<file path="src/rtl/mips_chk_pkg.sv">
// Shared types and constants for the MIPS run monitor / result scoreboard.
package mips_chk_pkg;

    typedef enum logic [1:0] {
        IDLE  = 2'd0,
        RUN   = 2'd1,
        CHECK = 2'd2,
        DONE  = 2'd3
    } state_t;

    localparam int CAUSE_NOP = 0;
    localparam int CAUSE_CC  = 1;

    localparam int DEF_NOP_TIMEOUT = 20;
    localparam int DEF_CC_TIMEOUT  = 10000;

    // A single group still needs a one-bit index port.
    function automatic int idxWidth(input int n);
        return (n > 1) ? $clog2(n) : 1;
    endfunction

endpackage

</file>
<file path="src/rtl/mips_chk_timeout.sv">
// RUN-phase cycle counter and NOP-streak counter; flags report whether the
// value being written this edge reaches a timeout.
module mips_chk_timeout
    import mips_chk_pkg::*;
#(
    parameter int WORD_WIDTH  = 32,
    parameter int CC_WIDTH    = 16,
    parameter int NOP_TIMEOUT = DEF_NOP_TIMEOUT,
    parameter int CC_TIMEOUT  = DEF_CC_TIMEOUT
) (
    input  logic                  clk,
    input  logic                  nrst,
    input  logic                  i_start,
    input  logic                  i_count,
    input  logic [WORD_WIDTH-1:0] i_inst,
    output logic [CC_WIDTH-1:0]   o_cycles,
    output logic                  o_nopHit,
    output logic                  o_ccHit
);

    localparam int NOP_W = (NOP_TIMEOUT > 0) ? $clog2(NOP_TIMEOUT + 1) : 1;

    logic [CC_WIDTH-1:0] r_cycles;
    logic [CC_WIDTH-1:0] w_cyclesNext;
    logic [NOP_W-1:0]    r_nopCnt;
    logic [NOP_W-1:0]    w_nopNext;
    logic                w_isNop;

    // The start edge is itself the first counted cycle.
    always_comb begin
        w_isNop = (i_inst == '0);
        if (i_start) begin
            w_cyclesNext = CC_WIDTH'(1);
            w_nopNext    = w_isNop ? NOP_W'(1) : '0;
        end else begin
            w_cyclesNext = (&r_cycles) ? r_cycles : r_cycles + CC_WIDTH'(1);
            if (!w_isNop) begin
                w_nopNext = '0;
            end else begin
                w_nopNext = (&r_nopCnt) ? r_nopCnt : r_nopCnt + NOP_W'(1);
            end
        end
    end

    always_ff @(posedge clk or negedge nrst) begin
        if (!nrst) begin
            r_cycles <= '0;
            r_nopCnt <= '0;
        end else if (i_start || i_count) begin
            r_cycles <= w_cyclesNext;
            r_nopCnt <= w_nopNext;
        end
    end

    assign o_cycles = r_cycles;
    assign o_nopHit = (w_nopNext == NOP_W'(NOP_TIMEOUT));
    assign o_ccHit  = (64'(w_cyclesNext) >= 64'(CC_TIMEOUT));

endmodule

</file>
<file path="config.mk">
export PLATFORM = sky130hd
export DESIGN_NAME = mips_chk_timeout
export DESIGN_NICKNAME = d
export VERILOG_FILES = /design/src/rtl/mips_chk_pkg.sv /design/src/rtl/mips_chk_timeout.sv
export SDC_FILE = /design/constraint.sdc
export NUM_CORES = 1
export LEC_CHECK = 0
export CAP_MARGIN = 20
export CORE_UTILIZATION = 57
export CTS_CLUSTER_SIZE = 8
export DETAILED_ROUTE_END_ITERATION = 7
export DONT_BUFFER_PORTS = 1
export PLACE_DENSITY = 0.73
export SYNTH_ARGS = -nofsm -noshare
export SYNTH_HDL_FRONTEND = slang
export SYNTH_SLANG_ARGS = --single-unit
</file>
<file path="constraint.sdc">
create_clock -name clk -period 2.1 [get_ports clk]
set_clock_uncertainty 0.1 [all_clocks]
set_input_delay 0.315 -clock clk [delete_from_list [all_inputs] [get_ports clk]]
set_output_delay 0.315 -clock clk [all_outputs]
set_load 0.005 [all_outputs]
</file>
**Word level (Yosys, flattened, before mapping)**

Index checks and enable logic that the tools add are counted.

- Add/subtract/negate cells: 2
- Magnitude comparators: 1
- Equality and inequality tests: 1
- Multiplexer cells: 6
- Reductions and logical operators: 4

Operator list:

| kind | count |
|---|---|
| 32-bit zero test | 1 |
| 16-bit 2-to-1 mux | 2 |
| 16-bit by 1-bit adder with 16-bit output, second input constant | 1 |
| 16-bit by 14-bit greater-or-equal comparator with 1-bit output, second input constant | 1 |
| 16-bit AND reduction | 1 |
| 5-bit 2-to-1 mux | 3 |
| 5-bit by 1-bit adder with 5-bit output, second input constant | 1 |
| 5-bit equality test, second input constant | 1 |
| 5-bit AND reduction | 1 |
| 1-bit logical OR | 1 |
| 1-bit 2-to-1 mux | 1 |

- Bits in registers: 21
- Bits of input ports: 36
- Output and inout bits: 18
- Word-level logic and storage cells: 16

**Longest topological paths before layout**

- Depth in word-level cells: 5
- Mapped depth: 7
- Depth with buffers taken out: 6

**Worst setup path after synthesis**

No wires, ideal clock.

- Kind: register -> output
- Start point: register r_cycles[0], in the netlist o_cycles[0]
- End point: output port o_ccHit
- Arrival time: 1797 ps
- Required time: 1685 ps
- Slack: -112 ps
- Stages on the path, launching flop included: 8
- Cells stage by stage: dfrtp_1 > ha_1 > and3_1 > clkbuf_1 > nand2_1 > o41a_2 > nor3_1 > o32ai_1

- Cells in the longest elaborated chain, start to end: 4
- Elaborated cells between the ends (all ways): 5

Ends and longest elaborated chain:

| what | RTL line | source |
|---|---|---|
| start: declaration | mips_chk_timeout.sv:23 | `logic [CC_WIDTH-1:0] r_cycles;` |
| start signal: assignment | mips_chk_timeout.sv:50 | `r_cycles <= w_cyclesNext;` |
| 16-bit by 1-bit adder with 16-bit output / 16-bit AND reduction (equally long branches) | mips_chk_timeout.sv:36 | `w_cyclesNext = (&r_cycles) ? r_cycles : r_cycles + CC_WIDTH'(1);` |
| 16-bit 2-to-1 mux (*) | mips_chk_timeout.sv:36 |  |
| 16-bit 2-to-1 mux (*) | mips_chk_timeout.sv:32 | `if (i_start) begin` |
| 16-bit by 14-bit greater-or-equal comparator with 1-bit output (*) | mips_chk_timeout.sv:57 | `assign o_ccHit = (64'(w_cyclesNext) >= 64'(CC_TIMEOUT));` |
| end: declaration | mips_chk_timeout.sv:18 | `output logic o_ccHit` |

Every way passes the cells marked *; elsewhere a longest branch is shown, timed or not.

**Worst setup path in the final report**

- Start point: register r_cycles[12], in the netlist o_cycles[12]
- End point: output port o_ccHit

The elaborated chain is that of the path after synthesis.

==> results.sh <==
export IMPL_fin_util=0.850
export IMPL_ys_dominant_reg_cell="dfrtp_1"
export IMPL_antenna_found_initial=0
export IMPL_critPathArrivalTime_ns=2.05
export IMPL_max_freq_mhz=406
export IMPL_gp_congestion=0.924
export IMPL_cts_root_buf="clkbuf_4"
export IMPL_dieArea_um2=2960
export IMPL_async_reset_ff_frac=1.00
export IMPL_worstSetupEndpointType="output port"
export IMPL_drc=0
export IMPL_h_tree_depth=1
export IMPL_ant_nets=0
export IMPL_wl_um=5790
export IMPL_path_max_fanout=4
export IMPL_hold_class="input port to flip-flop"
export IMPL_syn_area_per_cell_um2=8.61
export IMPL_yosysTopAreaCell="dfrtp_1"
export IMPL_criticalPathCategory="flip-flop to output port"
export IMPL_rows=18
export IMPL_drt_first_pass_iters=5
export IMPL_hpwlAfterDp_um=3120
export IMPL_final_common_cell="buf_4"
export IMPL_worstPathCellList="nand2_1 > or2_2 > o41a_4 > o22ai_2 > o32ai_2"
export IMPL_coreArea_um2=2540
export IMPL_place_area_um2=1790
export IMPL_cts_sinks=21
export IMPL_num_io_pins=54
export IMPL_layout_common_cells="buf_4 (45), dfrtp_1 (19), nor2_1 (17)"
export IMPL_r2r_start="o_cycles[1]"
export IMPL_irDropWorstVdd_mv=0.322
export IMPL_place_ws_ns=0.0203
export IMPL_timing_hold_ws_ns=0.00599
export IMPL_required_ns=1.68
export IMPL_slowest_delay_ns=0.47
export IMPL_cts_tree="yes"
export IMPL_yosys_warnings=0
export IMPL_synth_area_um2=1570
export IMPL_tightest_slew_ns=0.949
export IMPL_startpoint="o_cycles[12]"
export IMPL_first_iter_violations=158
export IMPL_ys_seq_elements=21
export IMPL_vias=1874
export IMPL_synth_area_leaders="dfrtp_1 (34%), nand4_1 (4.4%), nor4_1 (4.4%), nor2_1 (4.1%), xnor2_1 (3.9%)"
export IMPL_syn_to_final_growth_pct=38.0
export IMPL_slew_headroom=0.365
export IMPL_fp_dieW_um=54.4
export IMPL_finalWorstSetupSlack_ns=-0.361
export IMPL_insertion_delay_ns=0.31
export IMPL_max_clock_path_buffers=2
export IMPL_grt_overflow=0
export IMPL_chipHeight_um=54.4
export IMPL_rsz0062_at_grt="yes"
export IMPL_synth_edff_count=0
export IMPL_cpMaxStageDelayCell="o41a_4"
export IMPL_synth_seq_area_share=0.335
export IMPL_min_period_ns=2.46
export IMPL_leakagePower_nw=0.989
export IMPL_finalSetupTns_ns=-0.509
export IMPL_outcome="finished, violations left"
export IMPL_drv_cap=0
export IMPL_rrSetupSlack_ns=-0.03
export IMPL_port_buffers=0
export IMPL_finalCritPeriodShare=1.17
export IMPL_grt_max_degree=22
export IMPL_ff2ff_path_depth=9
export IMPL_grt_pass1_vias=1558
export IMPL_finalHoldViolations=0
export IMPL_grt_pass1_wl_um=6840
export IMPL_failed_checks="setup timing"
export IMPL_syn_num_nets=220
export IMPL_numCtsBuffers=3
export IMPL_min_from="i_start"
export IMPL_timing_rr_end="o_cycles[7]"
export IMPL_routed_via_density=7.26
export IMPL_start_util=0.616
export IMPL_postLayoutCellArea_um2=2160
export IMPL_drive_gt1_frac=0.373
export IMPL_yosysTopAreaCellShare=0.335
export IMPL_power_density_nw_per_um2=325
export IMPL_setup_viol=6
export IMPL_track_usage=0.320
export IMPL_clk_pin_slew_ns=0.12
export IMPL_startpoint_type="flip-flop"
export IMPL_antenna_cells=0
export IMPL_syn_instance_count=182
export IMPL_maxSlewViolCount=0
export IMPL_synthDistinctLibCells=46
export IMPL_wire_per_inst_um=22.4
export IMPL_fin_nets=267
export IMPL_endpoint="o_ccHit"
export IMPL_fillerInstances=144
[Yosys cell counts, types with 2 or more instances]
cell and n:
dfrtp_1 21, nor2_1 17, a21oi_1 11, nand4_1 11
nor3_1 11, nor4_1 11, nand2_1 10, nand3_1 8
o21ai_0 7, xnor2_1 7, inv_1 6, buf_6 4
clkbuf_1 4, or3_1 4, a31oi_1 3, and4_1 3
buf_2 3, mux2i_1 3, o22ai_1 3, a21o_1 2
a22o_1 2, and3_1 2, ha_1 2, nand2b_1 2
o41ai_1 2, or2_2 2, xor2_1 2
[final cells by class]
class / instances / area (µm²) / share of cell area
Multi-Input combinational cell: 142 / 1110 / 0.512
Sequential cell: 21 / 528 / 0.244
Timing Repair Buffer: 55 / 442 / 0.204
Tap cell: 30 / 37.5 / 0.0174
Clock buffer: 4 / 26.3 / 0.0122
Inverter: 6 / 22.5 / 0.0104
[per-stage QoR]
stage	power (mW)	cells
2_1_floorplan	0.462	182
3_3_place_gp	0.471	234
3_5_place_dp	0.474	234
4_1_cts	0.691	248
5_1_grt	0.727	258
6_report	0.703	258
[logic make-up (layout without fill, tap and decap cells)]
group                    count (synthesis)  count (layout)  share of synthesized area
AND/OR/NAND/NOR                         89              89                      0.328
flip-flops                              21              21                      0.335
multiplexers                             4               4                     0.0264
adder cells (fa/ha/maj)                  2               2                     0.0160
buffers and inverters                   19              65                     0.0703
XOR/XNOR                                 9               9                     0.0503
AO/OA/AOI/OAI                           38              38                      0.173
[worst max-delay path, delay by kind of cell (launching register included)]
family          cells  cell delay, ns
compound gates      3            0.79
simple gates        2            0.50
flops               1            0.44
[how the worst min path moves through the flow]
stage	end	slack, ns	depth (start not counted)
floorplan	o_cycles[0]	-0.08	0
global placement	r_nopCnt[2]	-0.08	0
detailed placement	r_nopCnt[2]	-0.08	0
CTS	o_cycles[0]	0.004	1
global route	o_cycles[0]	-0.004	1
finish	o_cycles[0]	0.006	1
[power breakdown]
part	internal (mW)	switching (mW)	total, mW
logic	0.0360	0.0449	0.0809
registers	0.410	0.00699	0.417
clock network	0.0742	0.131	0.205
total	0.520	0.183	0.703
[state kept, by name (all words and copies together) (netlist names)]
register and flops:
o_cycles 16, r_nopCnt 5
[routing by layer]
layer  GRT usage  wire (µm)  share of wire
met3      0.0556        591           0.10
met4       0.145        291          0.050
met5           0          0              0
met1       0.402       2140           0.37
met2       0.528       2770           0.48
[repair_timing]
item / 4_1_cts / 5_1_grt
buffers inserted: 8 / 9
endpoints found under the setup margin: 2 / 6
hold buffers: 2 / 0
pin swaps: 8 / 14
cloned: 0 / 1
gates resized for setup: 12 / 21
hold endpoints to repair: 36 / 0
Note: power is estimated with default switching activity, not from simulation.
